**src/rtl/muldiv_sequencer.sv**
```systemverilog
// rtl/muldiv_sequencer.sv - multi-cycle RV64M multiply/divide sequencer with pipeline stall control
module muldiv_sequencer #(
   parameter int XLEN = 64
) (
   input  logic            clk,
   input  logic            rst,
   input  logic            start,
   input  logic            flush,
   input  logic [2:0]      funct3,
   input  logic [XLEN-1:0] rs1_data,
   input  logic [XLEN-1:0] rs2_data,
   input  logic [4:0]      rd_addr_in,
   output logic            stall_req,
   output logic            busy,
   output logic            result_valid,
   output logic [XLEN-1:0] result,
   output logic [4:0]      rd_addr_out,
   output logic            reg_write_out
);
   localparam int CW = $clog2(XLEN);

   typedef enum logic [1:0] {IDLE, CALC, DONE} state_t;
   state_t state, state_nx;

   logic [2:0]        op_q;
   logic [4:0]        rd_q;
   logic              neg_q;
   logic [XLEN-1:0]   b_q;
   logic [2*XLEN-1:0] acc;
   logic [CW-1:0]     cnt;
   logic [XLEN-1:0]   result_q;
   logic [4:0]        rd_out_q;

   // Operand decode in IDLE: signedness, magnitudes and special divide cases
   logic            a_signed, b_signed, sa, sb, neg_in, div_zero, div_ovf, special;
   logic [XLEN-1:0] a_abs, b_abs;
   logic [2*XLEN-1:0] special_acc;

   assign a_signed = funct3[2] ? !funct3[0] : (funct3 != 3'b011);
   assign b_signed = funct3[2] ? !funct3[0] : !funct3[1];
   assign sa       = a_signed & rs1_data[XLEN-1];
   assign sb       = b_signed & rs2_data[XLEN-1];
   assign a_abs    = sa ? (~rs1_data + 1'b1) : rs1_data;
   assign b_abs    = sb ? (~rs2_data + 1'b1) : rs2_data;
   assign neg_in   = (funct3[2] && funct3[1]) ? sa : (sa ^ sb);
   assign div_zero = (rs2_data == {XLEN{1'b0}});
   assign div_ovf  = !funct3[0] && (rs1_data == {1'b1, {(XLEN-1){1'b0}}})
                     && (rs2_data == {XLEN{1'b1}});
   assign special  = funct3[2] && (div_zero || div_ovf);
   // Special results are preloaded as {remainder, quotient} so DONE selects them unchanged
   assign special_acc = div_zero ? {rs1_data, {XLEN{1'b1}}} : {{XLEN{1'b0}}, rs1_data};

   // One radix-2 step: shift-add for multiply, restoring shift-subtract for divide
   logic [XLEN:0]     mul_sum, div_shift, div_diff;
   logic              div_ge;
   logic [2*XLEN-1:0] mul_next, div_next;

   assign mul_sum   = {1'b0, acc[2*XLEN-1:XLEN]} + {1'b0, (acc[0] ? b_q : {XLEN{1'b0}})};
   assign mul_next  = {mul_sum, acc[XLEN-1:1]};
   assign div_shift = acc[2*XLEN-1:XLEN-1];
   assign div_ge    = (div_shift >= {1'b0, b_q});
   assign div_diff  = div_shift - {1'b0, b_q};
   assign div_next  = div_ge ? {div_diff[XLEN-1:0], acc[XLEN-2:0], 1'b1}
                             : {div_shift[XLEN-1:0], acc[XLEN-2:0], 1'b0};

   logic [2*XLEN-1:0] mul_fin;
   logic [XLEN-1:0]   quo_fin, rem_fin, done_val;

   assign mul_fin = neg_q ? (~acc + 1'b1) : acc;
   assign quo_fin = neg_q ? (~acc[XLEN-1:0] + 1'b1) : acc[XLEN-1:0];
   assign rem_fin = neg_q ? (~acc[2*XLEN-1:XLEN] + 1'b1) : acc[2*XLEN-1:XLEN];

   always_comb begin
      done_val = {XLEN{1'b0}};
      case (op_q)
         3'b000:                  done_val = mul_fin[XLEN-1:0];
         3'b001, 3'b010, 3'b011:  done_val = mul_fin[2*XLEN-1:XLEN];
         3'b100, 3'b101:          done_val = quo_fin;
         default:                 done_val = rem_fin;
      endcase
   end

   always_comb begin
      state_nx = state;
      case (state)
         IDLE:    if (start) state_nx = special ? DONE : CALC;
         CALC:    if (cnt == CW'(XLEN-1)) state_nx = DONE;
         DONE:    state_nx = IDLE;
         default: state_nx = IDLE;
      endcase
      if (flush) state_nx = IDLE;
   end

   always_ff @(posedge clk or posedge rst) begin
      if (rst) begin
         state    <= IDLE;
         op_q     <= 3'b000;
         rd_q     <= 5'd0;
         neg_q    <= 1'b0;
         b_q      <= {XLEN{1'b0}};
         acc      <= {(2*XLEN){1'b0}};
         cnt      <= {CW{1'b0}};
         result_q <= {XLEN{1'b0}};
         rd_out_q <= 5'd0;
      end else begin
         state <= state_nx;
         case (state)
            IDLE: if (start && !flush) begin
               op_q  <= funct3;
               rd_q  <= rd_addr_in;
               b_q   <= b_abs;
               cnt   <= {CW{1'b0}};
               acc   <= special ? special_acc : {{XLEN{1'b0}}, a_abs};
               neg_q <= special ? 1'b0 : neg_in;
            end
            CALC: begin
               acc <= op_q[2] ? div_next : mul_next;
               cnt <= cnt + 1'b1;
            end
            DONE: if (!flush) begin
               result_q <= done_val;
               rd_out_q <= rd_q;
            end
            default: ;
         endcase
      end
   end

   assign stall_req     = ((state == IDLE) && start && !flush) || (state == CALC);
   assign busy          = (state != IDLE);
   assign result_valid  = (state == DONE) && !flush;
   assign result        = result_valid ? done_val : result_q;
   assign rd_addr_out   = result_valid ? rd_q : rd_out_q;
   assign reg_write_out = result_valid && (rd_q != 5'd0);
endmodule

```
**config.mk**
```make
export PLATFORM = sky130hd
export DESIGN_NAME = muldiv_sequencer
export DESIGN_NICKNAME = d
export VERILOG_FILES = /design/src/rtl/muldiv_sequencer.sv
export SDC_FILE = /design/constraint.sdc
export NUM_CORES = 2
export LEC_CHECK = 0
export ABC_AREA = 0
export CORE_MARGIN = 2
export CORE_UTILIZATION = 38
export CTS_BUF_LIST = sky130_fd_sc_hd__clkbuf_8
export DETAILED_ROUTE_END_ITERATION = 10
export HOLD_SLACK_MARGIN = 0.12
export PLACE_DENSITY = 0.58
export SLEW_MARGIN = 10
export SYNTH_ARGS = -nofsm -noshare
export SYNTH_HDL_FRONTEND = slang
export SYNTH_SLANG_ARGS = --single-unit
```
**constraint.sdc**
```tcl
create_clock -name clk -period 9.9 [get_ports clk]
set_input_delay 1.98 -clock clk [delete_from_list [all_inputs] [get_ports clk]]
set_output_delay 1.98 -clock clk [all_outputs]
set_load 0.005 [all_outputs]
```
==> results.json <==
{
  "status": "complete, no violations",
  "finalSetupTns_ns": 0,
  "synth_edf_count": 0,
  "cts-root-buf": "clkbuf_8",
  "crit_fanout": 64,
  "ios": 213,
  "dp_cells": 4753,
  "cp-start-kind": "flip-flop",
  "drive_above_1_share_pct": 5.79,
  "drc": 0,
  "fillers": 7652,
  "cp_num_buf_inv": 3,
  "seq_area_frac_synth_pct": 24.7,
  "tightest_slew_ns": 1.07,
  "arrival_ns": 5.90,
  "hpwl_um": 94100,
  "yosysUniqueCellTypes": 86,
  "path_class": "flip-flop to primary output",
  "worstPathCellList": "inv_2 > buf_4 > ha_1 > or3b_2 > nor3_1 > nand4b_1 > or2_2 > nor2_2 > nand3_1 > or3_1 > nand2_1 > o22ai_1 > a221oi_1 > nor2_1 > clkdlybuf4s50_1",
  "cts_setup_buffers": 0,
  "clk_path_buf_depth": 3,
  "dr.first_iter.drc_count": 3381,
  "wirelength_met1_um": 55800,
  "multiInputGateArea_um2": 19700,
  "hold_viol_final": 0,
  "antenna_found_initial": 9,
  "grt_max_degree": 108,
  "fin_total_pwr_mw": 9.82,
  "power_density_nw_per_um2": 306,
  "final_common_cell": "nand2_1",
  "dieArea_um2": 76300,
  "gp_congestion": 0.992,
  "grt_pass1_wl_um": 180000,
  "cts.clk_slew.worst_paths_ns": 0.06,
  "slowest_delay_ns": 0.53,
  "instances_no_fill": 4850,
  "wire_per_inst_um": 24.7,
  "wl_um": 120000,
  "top_layer": "met5",
  "start_util_pct": 38.5,
  "max-slew-margin-rel_pct": 28.1,
  "grt_overflow": 0,
  "dr.pass1.iters": 6,
  "regArea_um2": 6960,
  "nets": 4125,
  "rows": 99,
  "postRouteAntennaNets": 0,
  "synth_nets": 4067,
  "rsz0062_at_grt": "no",
  "cp-end-kind": "primary output",
  "vias_per_cell": 6.09,
  "syn_area_um2": 28200,
  "ctsResizeCount": 0,
  "design_area_um2": 32100,
  "numCtsBuffers": 53,
  "timing.final.max_slew_violations": 0,
  "insertion_delay_ns": 0.70,
  "setup_viol": 0,
  "h-tree-depth": 2,
  "cp.required_ns": 7.92,
  "synth-async-reset-ratio_pct": 100,
  "yosys_register_bits": 278,
  "max_freq_ghz": 0.127,
  "grtUsageTotal_pct": 30.5,
  "numPortBuffers": 212,
  "syn2layout_area_growth_pct": 14.2,
  "core_um2": 73200,
  "layout_common_cells": "nand2_1, o21ai_0, a21oi_1",
  "ys.flop_type": "dfrtp_1",
  "hold_path_class": "flip-flop to flip-flop",
  "cp_slowest_cell": "or3b_2",
  "cts.sinks": 278,
  "vias": 29500,
  "finalClockSkew_ns": 0.0488,
  "p_leak_nw": 13.1,
  "wl_met2_um": 50200,
  "path_delay_family": "simple AND/OR/NAND/NOR gates",
  "syn_inst": 3791,
  "ir_drop_mv": 0.150,
  "die_x_um": 276,
  "min_period_ns": 7.88,
  "hold_buffers": 0,
  "syn_avg_cell_area_um2": 7.43,
  "hold_slack_ns": 0.473,
  "route.met3.wl_um": 9470,
  "max_cap_viol_count": 0,
  "tritoncts": "yes",
  "ys_warn_count": 0,
  "finalCritPeriodShare_pct": 79.6,
  "post_dp_cell_area_um2": 31000,
  "die_h_um": 276,
  "grt_pass1_vias": 27800
}
## final cells by class
class,instances,area share [%]
antenna,2,0.0156
clock buffer,67,2.87
clock inverter,28,0.561
inverter,129,1.53
multi-input combinational,3105,61.4
sequential,278,21.7
tap,959,3.73
timing repair buffer,282,8.24
## path summary, 6_finish.rpt
kind	startpoint	end	slack (ns)	cells past startpoint
setup / recovery	acc[0]$_DFFE_PP0P_	result[58]	2.02	15
setup reg to reg	acc[66]$_DFFE_PP0P_	acc[99]$_DFFE_PP0P_	3.96	13
hold reg to reg	rd_out_q[3]$_DFFE_PP0P_	rd_out_q[3]$_DFFE_PP0P_	0.47	2
hold / removal	rd_out_q[3]$_DFFE_PP0P_	rd_out_q[3]$_DFFE_PP0P_	0.47	2
max in group asynchronous	rst	b_q[59]$_DFFE_PP0P_	6.61	3
min in group asynchronous	rst	acc[13]$_DFFE_PP0P_	1.86	2
## cells by family after synthesis
family          count (synthesis)  share of synthesized area (%)
flops                         278                           24.7
fa+ha+maj                     136                           6.10
simple gates                 1249                           20.8
mux                            85                           3.07
compound gates               1265                           28.3
xor+xnor                      370                           11.5
buf+inv                       408                           5.48
## through the flow
stage / setup slack, ns / util, %
3_3_place_gp: 2.71 / 42.4
2_1_floorplan: 0.255 / -
5_1_grt: 1.70 / 43.9
4_1_cts: 1.89 / 43.9
6_report: 2.02 / 43.9
3_5_place_dp: 2.63 / 42.4
## per-layer routing
layer | up-vias | GRT usage (%)
li1 | 13900 | -
met1 | 14200 | 44.8
met5 | - | 0
met2 | 1250 | 45.4
met4 | 6 | 10.6
met3 | 209 | 4.49
## worst min-delay path, stage by stage (launching register included)
cell and delay, ns:
dfrtp_1 0.32, nand2_1 0.05, nand2_1 0.07
## flip-flops by register name, indices dropped and copies added (netlist names)
signal,cells
acc,128
b_q,64
cnt,6
neg_q,1
op_q,3
rd_out_q,5
rd_q,5
result_q,64
state,2
## cells in the mapped netlist, drive strengths merged (68+ instances only)
cell type / instances / share of area (%)
inv: 129 / 1.7
a21o: 75 / 2.0
clkbuf: 257 / 3.4
nand3: 68 / 1.2
ha: 134 / 6.0
nand2: 488 / 6.5
o21ai: 417 / 7.4
mux2i: 75 / 2.7
xor2: 167 / 5.2
dfrtp: 278 / 25
xnor2: 203 / 6.3
a21oi: 284 / 5.1
o31ai: 71 / 1.9
nor3: 76 / 1.4
nor2: 291 / 3.9
## report_power, final
part | total, mW | internal, mW | switching, mW
Sequential | 2.20 | 1.54 | 0.656
Combinational | 6.40 | 2.47 | 3.93
Clock | 1.23 | 0.659 | 0.569
Total | 9.82 | 4.67 | 5.15
Note: power is estimated with default switching activity, not from simulation.
